--- src/rtl/io_ctrl_pkg.sv ---
// Shared definitions for the IO controller: register offsets, status bit
// positions and the sprite update state encoding.
package io_ctrl_pkg;

    localparam logic [31:0] OFF_KB_DATA    = 32'h0;
    localparam logic [31:0] OFF_KB_STATUS  = 32'h4;
    localparam logic [31:0] OFF_SPRITE_POS = 32'h8;
    localparam logic [31:0] OFF_FRAME_CNT  = 32'hC;

    localparam int ST_NOT_EMPTY = 0;
    localparam int ST_OVERFLOW  = 1;
    localparam int ST_COUNT_LSB = 2;
    localparam int ST_COUNT_MSB = 5;
    localparam int ST_PENDING   = 6;

    typedef enum logic {
        SPR_IDLE  = 1'b0,
        SPR_ARMED = 1'b1
    } sprite_state_t;

endpackage

--- src/rtl/kb_fifo.sv ---
// Keyboard scancode FIFO. A pop on empty is ignored; a push on full is
// accepted only when a pop frees a slot in the same cycle.
module kb_fifo #(
    parameter int DEPTH = 8,
    parameter int W     = 8
) (
    input  logic                     clk,
    input  logic                     reset,
    input  logic                     push,
    input  logic [W-1:0]             din,
    input  logic                     pop,
    output logic [W-1:0]             head,
    output logic [$clog2(DEPTH):0]   count,
    output logic                     full,
    output logic                     empty
);
    localparam int AW = $clog2(DEPTH);

    logic [W-1:0]  mem [DEPTH];
    logic [AW-1:0] rd_ptr;
    logic [AW-1:0] wr_ptr;
    logic          do_push;
    logic          do_pop;

    assign empty   = (count == '0);
    assign full    = (count == (AW+1)'(DEPTH));
    assign do_pop  = pop & ~empty;
    assign do_push = push & (~full | do_pop);
    assign head    = empty ? '0 : mem[rd_ptr];

    always_ff @(posedge clk) begin
        if (do_push) mem[wr_ptr] <= din;
    end

    always_ff @(posedge clk or negedge reset) begin
        if (!reset) begin
            rd_ptr <= '0;
            wr_ptr <= '0;
            count  <= '0;
        end else begin
            if (do_push) wr_ptr <= wr_ptr + AW'(1);
            if (do_pop)  rd_ptr <= rd_ptr + AW'(1);
            case ({do_push, do_pop})
                2'b10:   count <= count + (AW+1)'(1);
                2'b01:   count <= count - (AW+1)'(1);
                default: count <= count;
            endcase
        end
    end

endmodule

--- src/rtl/io_controller.sv ---
// Memory-mapped IO block: keyboard FIFO, frame-synchronous sprite position
// update and a frame counter driven by the VGA vertical sync.
//
// state     | meaning
// ----------+---------------------------------------------------------
// SPR_IDLE  | sprite outputs current, no pending position
// SPR_ARMED | pending position waits for next frame_tick to be applied
module io_controller
    import io_ctrl_pkg::*;
#(
    parameter int          FIFO_DEPTH = 8,
    parameter logic [31:0] IO_BASE    = 32'h0000_0400
) (
    input  logic        clk,
    input  logic        reset,
    input  logic [31:0] data_adr,
    input  logic [31:0] write_data,
    input  logic        mem_write,
    input  logic [7:0]  kb_code,
    input  logic        kb_valid,
    input  logic        vga_vs,
    output logic        mem_enb,
    output logic        io_sel,
    output logic [31:0] io_rdata,
    output logic [9:0]  sprite_x,
    output logic [9:0]  sprite_y,
    output logic        frame_tick
);
    localparam int CW = $clog2(FIFO_DEPTH) + 1;

    logic          sel_data, sel_status, sel_sprite, sel_frame;
    logic          wr_data, wr_status, wr_sprite;
    logic [7:0]    fifo_head;
    logic [CW-1:0] fifo_count;
    logic          fifo_full, fifo_empty;
    logic          fifo_pop_eff;
    logic          overflow;
    logic          overflow_set;
    logic [9:0]    pend_x, pend_y;
    logic [15:0]   frame_cnt;
    logic          vs_meta, vs_sync, vs_prev;
    logic [31:0]   status_word;
    logic          load_sprite;
    logic          unused_wdata;
    sprite_state_t state, state_next;

    assign mem_enb    = (data_adr < IO_BASE);
    assign sel_data   = (data_adr == IO_BASE + OFF_KB_DATA);
    assign sel_status = (data_adr == IO_BASE + OFF_KB_STATUS);
    assign sel_sprite = (data_adr == IO_BASE + OFF_SPRITE_POS);
    assign sel_frame  = (data_adr == IO_BASE + OFF_FRAME_CNT);
    assign io_sel     = sel_data | sel_status | sel_sprite | sel_frame;

    assign wr_data    = mem_write & sel_data;
    assign wr_status  = mem_write & sel_status;
    assign wr_sprite  = mem_write & sel_sprite;

    assign unused_wdata = ^{write_data[31:26], write_data[15:10]};

    kb_fifo #(.DEPTH(FIFO_DEPTH), .W(8)) u_kb_fifo (
        .clk   (clk),
        .reset (reset),
        .push  (kb_valid),
        .din   (kb_code),
        .pop   (wr_data),
        .head  (fifo_head),
        .count (fifo_count),
        .full  (fifo_full),
        .empty (fifo_empty)
    );

    // A push into a full FIFO is only a drop if no pop frees a slot this cycle.
    assign fifo_pop_eff = wr_data & ~fifo_empty;
    assign overflow_set = kb_valid & fifo_full & ~fifo_pop_eff;

    always_comb begin
        status_word                            = '0;
        status_word[ST_NOT_EMPTY]              = ~fifo_empty;
        status_word[ST_OVERFLOW]               = overflow;
        status_word[ST_COUNT_MSB:ST_COUNT_LSB] = 4'(fifo_count);
        status_word[ST_PENDING]                = (state == SPR_ARMED);
    end

    always_comb begin
        io_rdata = '0;
        if (sel_data)        io_rdata = {24'b0, fifo_head};
        else if (sel_status) io_rdata = status_word;
        else if (sel_frame)  io_rdata = {16'b0, frame_cnt};
    end

    always_ff @(posedge clk or negedge reset) begin
        if (!reset) begin
            vs_meta <= 1'b1;
            vs_sync <= 1'b1;
            vs_prev <= 1'b1;
        end else begin
            vs_meta <= vga_vs;
            vs_sync <= vs_meta;
            vs_prev <= vs_sync;
        end
    end

    assign frame_tick = vs_prev & ~vs_sync;

    always_ff @(posedge clk or negedge reset) begin
        if (!reset) state <= SPR_IDLE;
        else        state <= state_next;
    end

    // A store in the tick cycle keeps the FSM armed for the following frame.
    always_comb begin
        state_next  = state;
        load_sprite = 1'b0;
        case (state)
            SPR_IDLE: begin
                if (wr_sprite) state_next = SPR_ARMED;
            end
            SPR_ARMED: begin
                if (frame_tick) begin
                    load_sprite = 1'b1;
                    if (!wr_sprite) state_next = SPR_IDLE;
                end
            end
            default: state_next = SPR_IDLE;
        endcase
    end

    always_ff @(posedge clk or negedge reset) begin
        if (!reset) begin
            overflow  <= 1'b0;
            pend_x    <= '0;
            pend_y    <= '0;
            sprite_x  <= '0;
            sprite_y  <= '0;
            frame_cnt <= '0;
        end else begin
            if (overflow_set)                   overflow <= 1'b1;
            else if (wr_status && write_data[1]) overflow <= 1'b0;
            if (wr_sprite) begin
                pend_x <= write_data[9:0];
                pend_y <= write_data[25:16];
            end
            if (load_sprite) begin
                sprite_x <= pend_x;
                sprite_y <= pend_y;
            end
            if (frame_tick) frame_cnt <= frame_cnt + 16'd1;
        end
    end

endmodule

--- config.mk ---
export PLATFORM = sky130hd
export DESIGN_NAME = io_controller
export DESIGN_NICKNAME = d
export VERILOG_FILES = /design/src/rtl/io_ctrl_pkg.sv /design/src/rtl/kb_fifo.sv /design/src/rtl/io_controller.sv
export SDC_FILE = /design/constraint.sdc
export NUM_CORES = 1
export LEC_CHECK = 0
export CAP_MARGIN = 10
export CELL_PAD_IN_SITES_DETAIL_PLACEMENT = 1
export CELL_PAD_IN_SITES_GLOBAL_PLACEMENT = 2
export CORE_ASPECT_RATIO = 0.6
export CORE_MARGIN = 5
export CORE_UTILIZATION = 38
export CTS_CLUSTER_SIZE = 24
export DETAILED_ROUTE_END_ITERATION = 10
export GPL_TIMING_DRIVEN = 0
export HOLD_SLACK_MARGIN = 0.03
export PLACE_DENSITY_LB_ADDON = 0.1
export RECOVER_POWER = 50
export SLEW_MARGIN = 25
export SYNTH_ARGS = -nofsm -noshare
export SYNTH_HDL_FRONTEND = slang
export SYNTH_SLANG_ARGS = --single-unit
--- constraint.sdc ---
create_clock -name clk -period 7.3 [get_ports clk]
set_clock_uncertainty 0.15 [all_clocks]
set_input_delay 1.095 -clock clk [delete_from_list [all_inputs] [get_ports clk]]
set_output_delay 1.095 -clock clk [all_outputs]
set_load 0.01 [all_outputs]
---- Word-level counts from Yosys, hierarchy flattened ----
Memory sizes are Yosys's and may differ from the RTL's.
Index checks and enable logic that the tools add are counted.
word-level totals
  flip-flop bits (word level) ............. 71
  latch bits .............................. 0
  RAM bits ................................ 64
  bits in read-only memories .............. 0
  bits of input ports ..................... 77
  word-level logic and storage cells ...... 62
  memories ................................ 1
cells by class
  add/sub/neg operators ................... 5
  multipliers ............................. 0
  div/mod/pow operators ................... 0
  order comparisons ....................... 1
  equal/unequal tests ..................... 7
  shift operators ......................... 0
  multiplexer cells ....................... 14
  bitwise logic cells ..................... 17
  reduce and logical (&&, ||, !) cells .... 4
memories
  name           depth  width  read ports  clocked after Yosys merged registers in  wr ports  line           text
  u_kb_fifo.mem  8      8      1           0                                        1         kb_fifo.sv:19  logic [W-1:0] mem [DEPTH];
operators with widths
  operator                                                                 number
  32-bit by 11-bit equality test with 1-bit output, second input constant  4
  16-bit two-way mux                                                       3
  32-bit by 11-bit < comparator with 1-bit output, second input constant   1
  16-bit by 1-bit adder with 16-bit output, second input constant          1
  1-bit bitwise AND                                                        8
  1-bit two-way mux                                                        8
  8-bit two-way mux                                                        1
  4-bit one-hot mux with 2 select lines                                    1
  3-bit by 1-bit adder with 3-bit output, second input constant            2
  1-bit inverter                                                           5
  4-bit by 1-bit adder with 4-bit output, second input constant            1
  4-bit equality test, second input constant                               1
  4-bit logical NOT                                                        1
  1-bit bitwise OR                                                         4
  2-bit nonzero test                                                       2
  4-bit by 1-bit subtractor with 4-bit output, second input constant       1
  2-bit by 1-bit equality test with 1-bit output, second input constant    1
  2-bit equality test, second input constant                               1
  1-bit one-hot mux with 2 select lines                                    1
  1-bit logical AND                                                        1

---- Longest topological paths before layout ----
Gate-level depths: netlist of the first run.
  word-level depth ........................ 7
  depth in mapped cells ................... 11
  mapped depth without buffers ............ 11

---- Hierarchy ----
Synthesis of the first run repeated with hierarchy kept, for this count alone.
second synthesis, totals
  cells, all modules ...................... 407
  area, all modules ....................... 6038.3 um2
modules (own cells, without submodules)
  module         instances  cells an instance  area an instance (um2)  sequential area each (um2)
  kb_fifo        1          166                3079.2                  2172.1
  io_controller  1          241                2959.1                  1530.2

---- Worst setup path after synthesis of the first run ----
OpenSTA, ideal clock, no wires.
  path kind ............................... input to register
  from .................................... input port data_adr[16]
  to ...................................... memory u_kb_fifo.mem[0][0], enable pin
  library setup time ...................... 402 ps
  data arrival time ....................... 3315 ps
  required time ........................... 6748 ps
  path slack .............................. 3433 ps
  stages on the path ...................... 4
  path through ............................ nor4_2 -> nand4_1 -> or4_4 -> a2111oi_1
between the ends
  word-level cells in the longest chain between the ends .. 7
RTL lines
  what                                              line                 text
  from (decl)                                       io_controller.sv:16  input logic [31:0] data_adr,
  32-bit by 11-bit equality test with 1-bit output  io_controller.sv:48  assign sel_data = (data_adr == IO_BASE + OFF_KB_DATA);
  1-bit bitwise AND                                 io_controller.sv:54  assign wr_data = mem_write & sel_data;
  1-bit bitwise AND                                 kb_fifo.sv:27        assign do_pop = pop & ~empty;
  1-bit bitwise OR                                  kb_fifo.sv:28        assign do_push = push & (~full | do_pop);
  1-bit bitwise AND                                 kb_fifo.sv:28
  1-bit two-way mux                                 kb_fifo.sv:32        if (do_push) mem[wr_ptr] <= din;
  1-bit two-way mux (implied by the code)           kb_fifo.sv:32
  to (decl)                                         kb_fifo.sv:19
No other way between the ends.

---- Worst setup path after layout of the first run ----
  from .................................... input port data_adr[14]
  to ...................................... output port io_rdata[0]
between the ends
  word-level cells in the longest chain between the ends .. 4
  elaborated cells on any way between the ends .. 6
  those cells by class .................... eq/ne (3); mux (3)
RTL lines
  what                                              line                 text
  32-bit by 11-bit equality test with 1-bit output  io_controller.sv:51  assign sel_frame = (data_adr == IO_BASE + OFF_FRAME_CNT);
  16-bit two-way mux                                io_controller.sv:88  else if (sel_frame) io_rdata = {16'b0, frame_cnt};
  16-bit two-way mux                                io_controller.sv:87  else if (sel_status) io_rdata = status_word;
  16-bit two-way mux (*)                            io_controller.sv:86  if (sel_data) io_rdata = {24'b0, fifo_head};
  to (decl)                                         io_controller.sv:24  output logic [31:0] io_rdata,
Mark *: on every way between the ends. The rest lies on a longest branch, timed or not.

==> results of run 1 <==
-- logic make-up after synthesis --
family,synth area share (%)
muxes,16.2
AOI/OAI and AO/OA,3.62
xor gates and xnor gates,3.20
other,0.0623
adders and majority gates,1.25
and+or+nand+nor,10.5
DFF,61.5
buffers and inverters,3.70
-- area by class of cell --
class | instances | area (um2) | share of cell area [%]
flip-flops and latches | 135 | 3700 | 46.0
multi-input cells | 238 | 2190 | 27.2
repair buffers | 115 | 1090 | 13.5
clock buffers | 19 | 454 | 5.64
well taps | 203 | 254 | 3.15
plain buffers | 34 | 193 | 2.39
clock inverters | 13 | 141 | 1.75
inverters | 8 | 30.0 | 0.373
-- cells in the final DEF (no fill, tap or decap), types with 6 or more instances in the layout --
cell type and n:
and2_1 7, buf_2 12, buf_4 20, clkbuf_1 16
clkbuf_16 18, clkdlybuf4s50_1 92, conb_1 16, dfrtp_1 68
dlygate4sd3_1 9, edfxtp_1 64, ha_1 6, inv_1 8
mux2_2 41, mux2i_1 13, mux4_2 16, nand2_1 10
nand3_1 9, nand4_1 7, nor2_1 10, nor3_1 11
o22ai_1 6, xnor2_1 7, xor2_1 15
-- routing by layer --
layer | vias up | part of all wire, %
li1 | 1798 | -
met1 | 2005 | 49
met2 | 109 | 46
met3 | 13 | 4.8
met4 | 0 | 0.72
met5 | - | 0
-- worst max path at each step --
stage	startpoint	endpoint	slack (ns)	depth (start not counted)
2_1_floorplan	data_adr[16]	u_kb_fifo.mem[0][0]	3.43	4
3_3_place_gp	data_adr[16]	u_kb_fifo.mem[2][7]	1.80	5
3_5_place_dp	data_adr[14]	io_rdata[0]	2.12	8
4_1_cts	data_adr[14]	io_rdata[0]	2.09	8
5_1_grt	data_adr[17]	io_rdata[0]	1.88	8
6_report	data_adr[14]	io_rdata[0]	2.07	8
-- through the flow --
step           setup slack (ns)  util [%]  std cells  area (um2)
3_3_place_gp               1.80      47.6        720        7350
2_1_floorplan              3.43         -        415        6080
6_report                   2.07      52.1        765        8060
5_1_grt                    1.88      52.1        765        8060
3_5_place_dp               2.12      48.4        733        7490
4_1_cts                    2.09      52.3        765        8080
-- registers in the layout (all words and copies together), names as in the netlist --
name	count
frame_cnt	16
pend_y	10
sprite_y	10
overflow	1
u_kb_fifo.rd_ptr	3
vs_sync	1
u_kb_fifo.wr_ptr	3
u_kb_fifo.count	4
u_kb_fifo.mem	64
vs_meta	1
vs_prev	1
pend_x	10
state	1
sprite_x	10
-- power breakdown --
group	total [uW]	switching, uW	leakage [uW]	internal, uW
Sequential	952	66.1	0.00153	886
Clock	870	342	0.000296	528
Combinational	304	172	0.00142	132
==> flow_summary.toml, run 1 <==
[hold_path]
min_path_cells = 0
hold_path.class = "reg -> reg"
min_from = "vs_meta"
hold_path_end = "vs_sync"

[worst_setup_path]
rr_startpoint = "u_kb_fifo.count[1]"
cp_num_buf_inv = 4
reg2reg_to = "u_kb_fifo.count[2]"
r2r_setup_slack_ns = 4.17
slowest_delay_ns = 0.56
crit_slowest_cell = "clkdlybuf4s50_1"
cp.required_ns = 6.05
start_kind = "input port"
rr_worst_depth = 11
end_kind = "output pin"
path_class = "in -> out"
cp_cell_sequence = "clkdlybuf4s50_1 > nor3_1 > and4_1 > clkbuf_1 > and4_1 > clkbuf_1 > a32o_1 > clkdlybuf4s50_1"
crit_fanout = 8
arrival_ns = 3.99
cp_top_family = "buffers and inverters"

[clocking]
cts.path.max_buffers = 2
cts-root-buf = "clkbuf_16"
cts_buffers = 17
clk_latency_ns = 0.42
cts-htree-levels = 4
cts_resized = 0
cts_setup_buffers = 0
cts-hold-fix-buffers = 0
cts.sinks = 135
path_clk_slew_ns = 0.06
cts_tree = "built"

[layout]
nets = 632
diodes = 0
syn2layout_area_growth_pct = 33.8
fillers = 1533
layout-drive-gt1-share_pct = 24.7

[timing]
holdWs_ns = 0.212
setup_tns_ns = 0
max_clock_freq_ghz = 0.191
worst_pin_slew_ns = 2.70
period_share_pct = 71.7
final_max_slew_viol_count = 51
max_slew_margin_pct = -79.8
rsz0062_at_grt = "false"
period_minus_slack_ns = 5.23
hold_viol_final = 0
setup_viol = 0

[die]
start_util_pct = 39.0
die_y_um = 108
dieWidth_um = 173
coreArea_mm2 = 0.0155
die_area_mm2 = 0.0185
io_pins = 132
rows = 35

[synth]
synth_area_leaders = "edfxtp_1, dfrtp_1, mux2_2"
synth-edff-count = 64
netlist_area_mm2 = 0.00602
synthDistinctLibCells = 51
syn_avg_cell_area_um2 = 15.1
yosysTopAreaCellShare_pct = 31.9
yosysMostFrequentCell = "dfrtp_1"
yosysWarnings = 0
synthCells = 400
synth_top_area_cell = "edfxtp_1"
synth-seq-cells = 135
ys_top_cells_by_count = "dfrtp_1, edfxtp_1, mux2_2"
synthArstFlopShare_pct = 52.6
yosysSeqAreaShare_pct = 61.5
synth_ff_type = "dfrtp_1"

[pwr]
powerDensity_mw_per_mm2 = 264
ir_worst_vdd_mv = 0.139
leakagePower_uw = 0.00325
finalPower_uw = 2130

[drt]
drt_iter0_drc = 245
drcViolationCount = 0
routed_wl_um = 15700
viasPerCell = 5.13
firstDrtPassIters = 5
num_vias = 3925
ant_nets = 0
wl_per_cell_um = 20.5

[global_routing]
overflow = 0
grt.busiest_layer = "met2"
antenna_found_initial = 0
grt_usage_pct = 17.5
grt_first_pass_wirelength_um = 25000
grt_use_met3_pct = 4.21
grt_max_degree = 51
grt_use_met1_pct = 25.4
grt_util_met2_pct = 26.5
grt_pass1_vias = 4326

[status]
violations = "capacitance limit, slew limit"
outcome = "finished, violations left"

[flow_run]
drv_cap = 1

[placed_design]
gp_congestion = 0.813
hpwl_um = 11800
io_buffers = 102
(Power assumes the default switching activity.)
==> inputs of run 2 (changes only) <==
- CORE_UTILIZATION: 38 -> 32
- clock period: 7.3 -> 4.3 ns (I/O delays scaled with it)
==> run 2 against run 1 <==
Compared with the run above:
- the flow still finishes with violations (capacitance limit, slew limit)
- routed wire length is 0.96% higher
- hold slack worse by 0.0012 ns
- first-iteration DRC count is 2.0% lower
==> flow_summary.toml, run 2 (synthesized netlist as in run 1, its figures left out) <==
[clocking]
cts_tree = "built"
cts.path.max_buffers = 2
cts-htree-levels = 4
clk_latency_ns = 0.41
cts.sinks = 135
cts_buffers = 17
cts-root-buf = "clkbuf_16"
cts-hold-fix-buffers = 0
path_clk_slew_ns = 0.06

[worst_setup_path]
crit_fanout = 8
end_kind = "output pin"
cp.required_ns = 3.50
arrival_ns = 3.34
start_kind = "input port"
path_class = "in -> out"

[global_routing]
grt_pass1_vias = 4356
antenna_found_initial = 0
grt_use_met1_pct = 21.6
grt_util_met2_pct = 23.5
overflow = 0
grt_first_pass_wirelength_um = 25200
grt.busiest_layer = "met2"
grt_max_degree = 41
grt_usage_pct = 15.1
grt_use_met3_pct = 3.29

[timing]
setup_viol = 0
period_share_pct = 96.1
max_clock_freq_ghz = 0.242
final_max_slew_viol_count = 40
rsz0062_at_grt = "false"
hold_viol_final = 0
period_minus_slack_ns = 4.13
max_slew_margin_pct = -55.8
worst_pin_slew_ns = 2.34

[die]
rows = 38
start_util_pct = 33.0
io_pins = 132
dieWidth_um = 187
die_area_mm2 = 0.0218
coreArea_mm2 = 0.0183
die_y_um = 116

[drt]
wl_per_cell_um = 19.7
num_vias = 3931
viasPerCell = 4.91
ant_nets = 0
firstDrtPassIters = 4
drt_iter0_drc = 240
drcViolationCount = 0
routed_wl_um = 15800

[layout]
largest-register = "u_kb_fifo.mem"
layout-drive-gt1-share_pct = 25.1
reg_top3 = "u_kb_fifo.mem: 64 flops, frame_cnt: 16 flops"
final_cell_mix = "clkdlybuf4s50_1, dfrtp_1, edfxtp_1"
largest_reg_flops = 64
diodes = 0
fin_util_pct = 44.8
nets = 631
layout_commonest_cell = "clkdlybuf4s50_1"
final_cells = 801
syn2layout_area_growth_pct = 36.0

[pwr]
p_clk_share_pct = 43.5
comb_power_share_pct = 13.6
power_switching_uw = 984
intPower_uw = 2780
leakagePower_uw = 0.00330
finalPower_uw = 3770
powerDensity_mw_per_mm2 = 460
p_seq_share_pct = 42.9
power_switching_share_pct = 26.1
ir_worst_vdd_mv = 0.221

[flow_run]
drv_cap = 1

[placed_design]
gp_congestion = 0.732
dp.cells = 769
io_buffers = 102
hpwl_um = 12100

[status]
violations = "capacitance limit, slew limit"
outcome = "finished, violations left"

[hold_path]
hold_path.class = "reg -> reg"
run 2: through the flow:
step / hold WS [ns] / setup TNS (ns) / setup WS (ns) / cell area (um2)
finish: 0.211 / 0 / 0.167 / 8190
CTS: 0.0734 / 0 / 0.00190 / 8180
global placement: 0.198 / -42.07 / -0.936 / 7400
floorplan: 0.195 / 0 / 0.883 / 6080
global route: 0.220 / 0 / 0.0323 / 8190
detailed placement: 0.204 / -0.0737 / -0.0447 / 7520
run 2: worst paths after layout:
path / startpoint / to / slack [ns] / cells past startpoint
min: vs_meta / vs_sync / 0.21 / 0
max in group asynchronous: reset / sprite_y[6] / 1.88 / 1
max: data_adr[16] / io_rdata[7] / 0.17 / 7
min in group asynchronous: reset / sprite_x[9] / 0.78 / 1
min reg2reg: vs_meta / vs_sync / 0.21 / 0
max reg2reg: u_kb_fifo.count[1] / u_kb_fifo.count[2] / 1.21 / 11
run 2: critical path: stages:
cell	delay, ns
clkdlybuf4s50_1	0.41
nor4_2	0.46
and4_1	0.27
clkbuf_1	0.35
and4_2	0.44
o2bb2ai_1	0.17
clkdlybuf4s50_1	0.58
run 2: layer usage:
metal	share of wire [%]	vias up
met3	4.7	11
met2	46	97
met4	0.85	0
met5	0	-
met1	49	2039
li1	-	1784
run 2: power by group through the flow:
stage	Combinational (uW)	Clock, uW	Sequential [uW]
2_1_floorplan	288	0	1600
4_1_cts	520	1680	1620
5_1_grt	569	1750	1630
3_5_place_dp	516	0	1640
6_report	511	1640	1620
3_3_place_gp	463	0	1630
run 2: repair_timing:
action | 4_1_cts | 5_1_grt
setup buffers | 0 | 1
hold endpoints to repair | 0 | 0
endpoints found under the setup margin | 8 | 13
gates cloned | 0 | 0
gates resized for setup | 0 | 2
pin swaps | 1 | 1
run 2: area by class of cell:
type                            instances  area (um2)
Timing Repair Buffer                  115        1110
Multi-Input combinational cell        238        2200
Clock inverter                         13         216
Buffer                                 33         189
Fill cell                            1849       10100
Inverter                                8        30.0
Sequential cell                       135        3700
Tap cell                              240         300
Clock buffer                           19         443
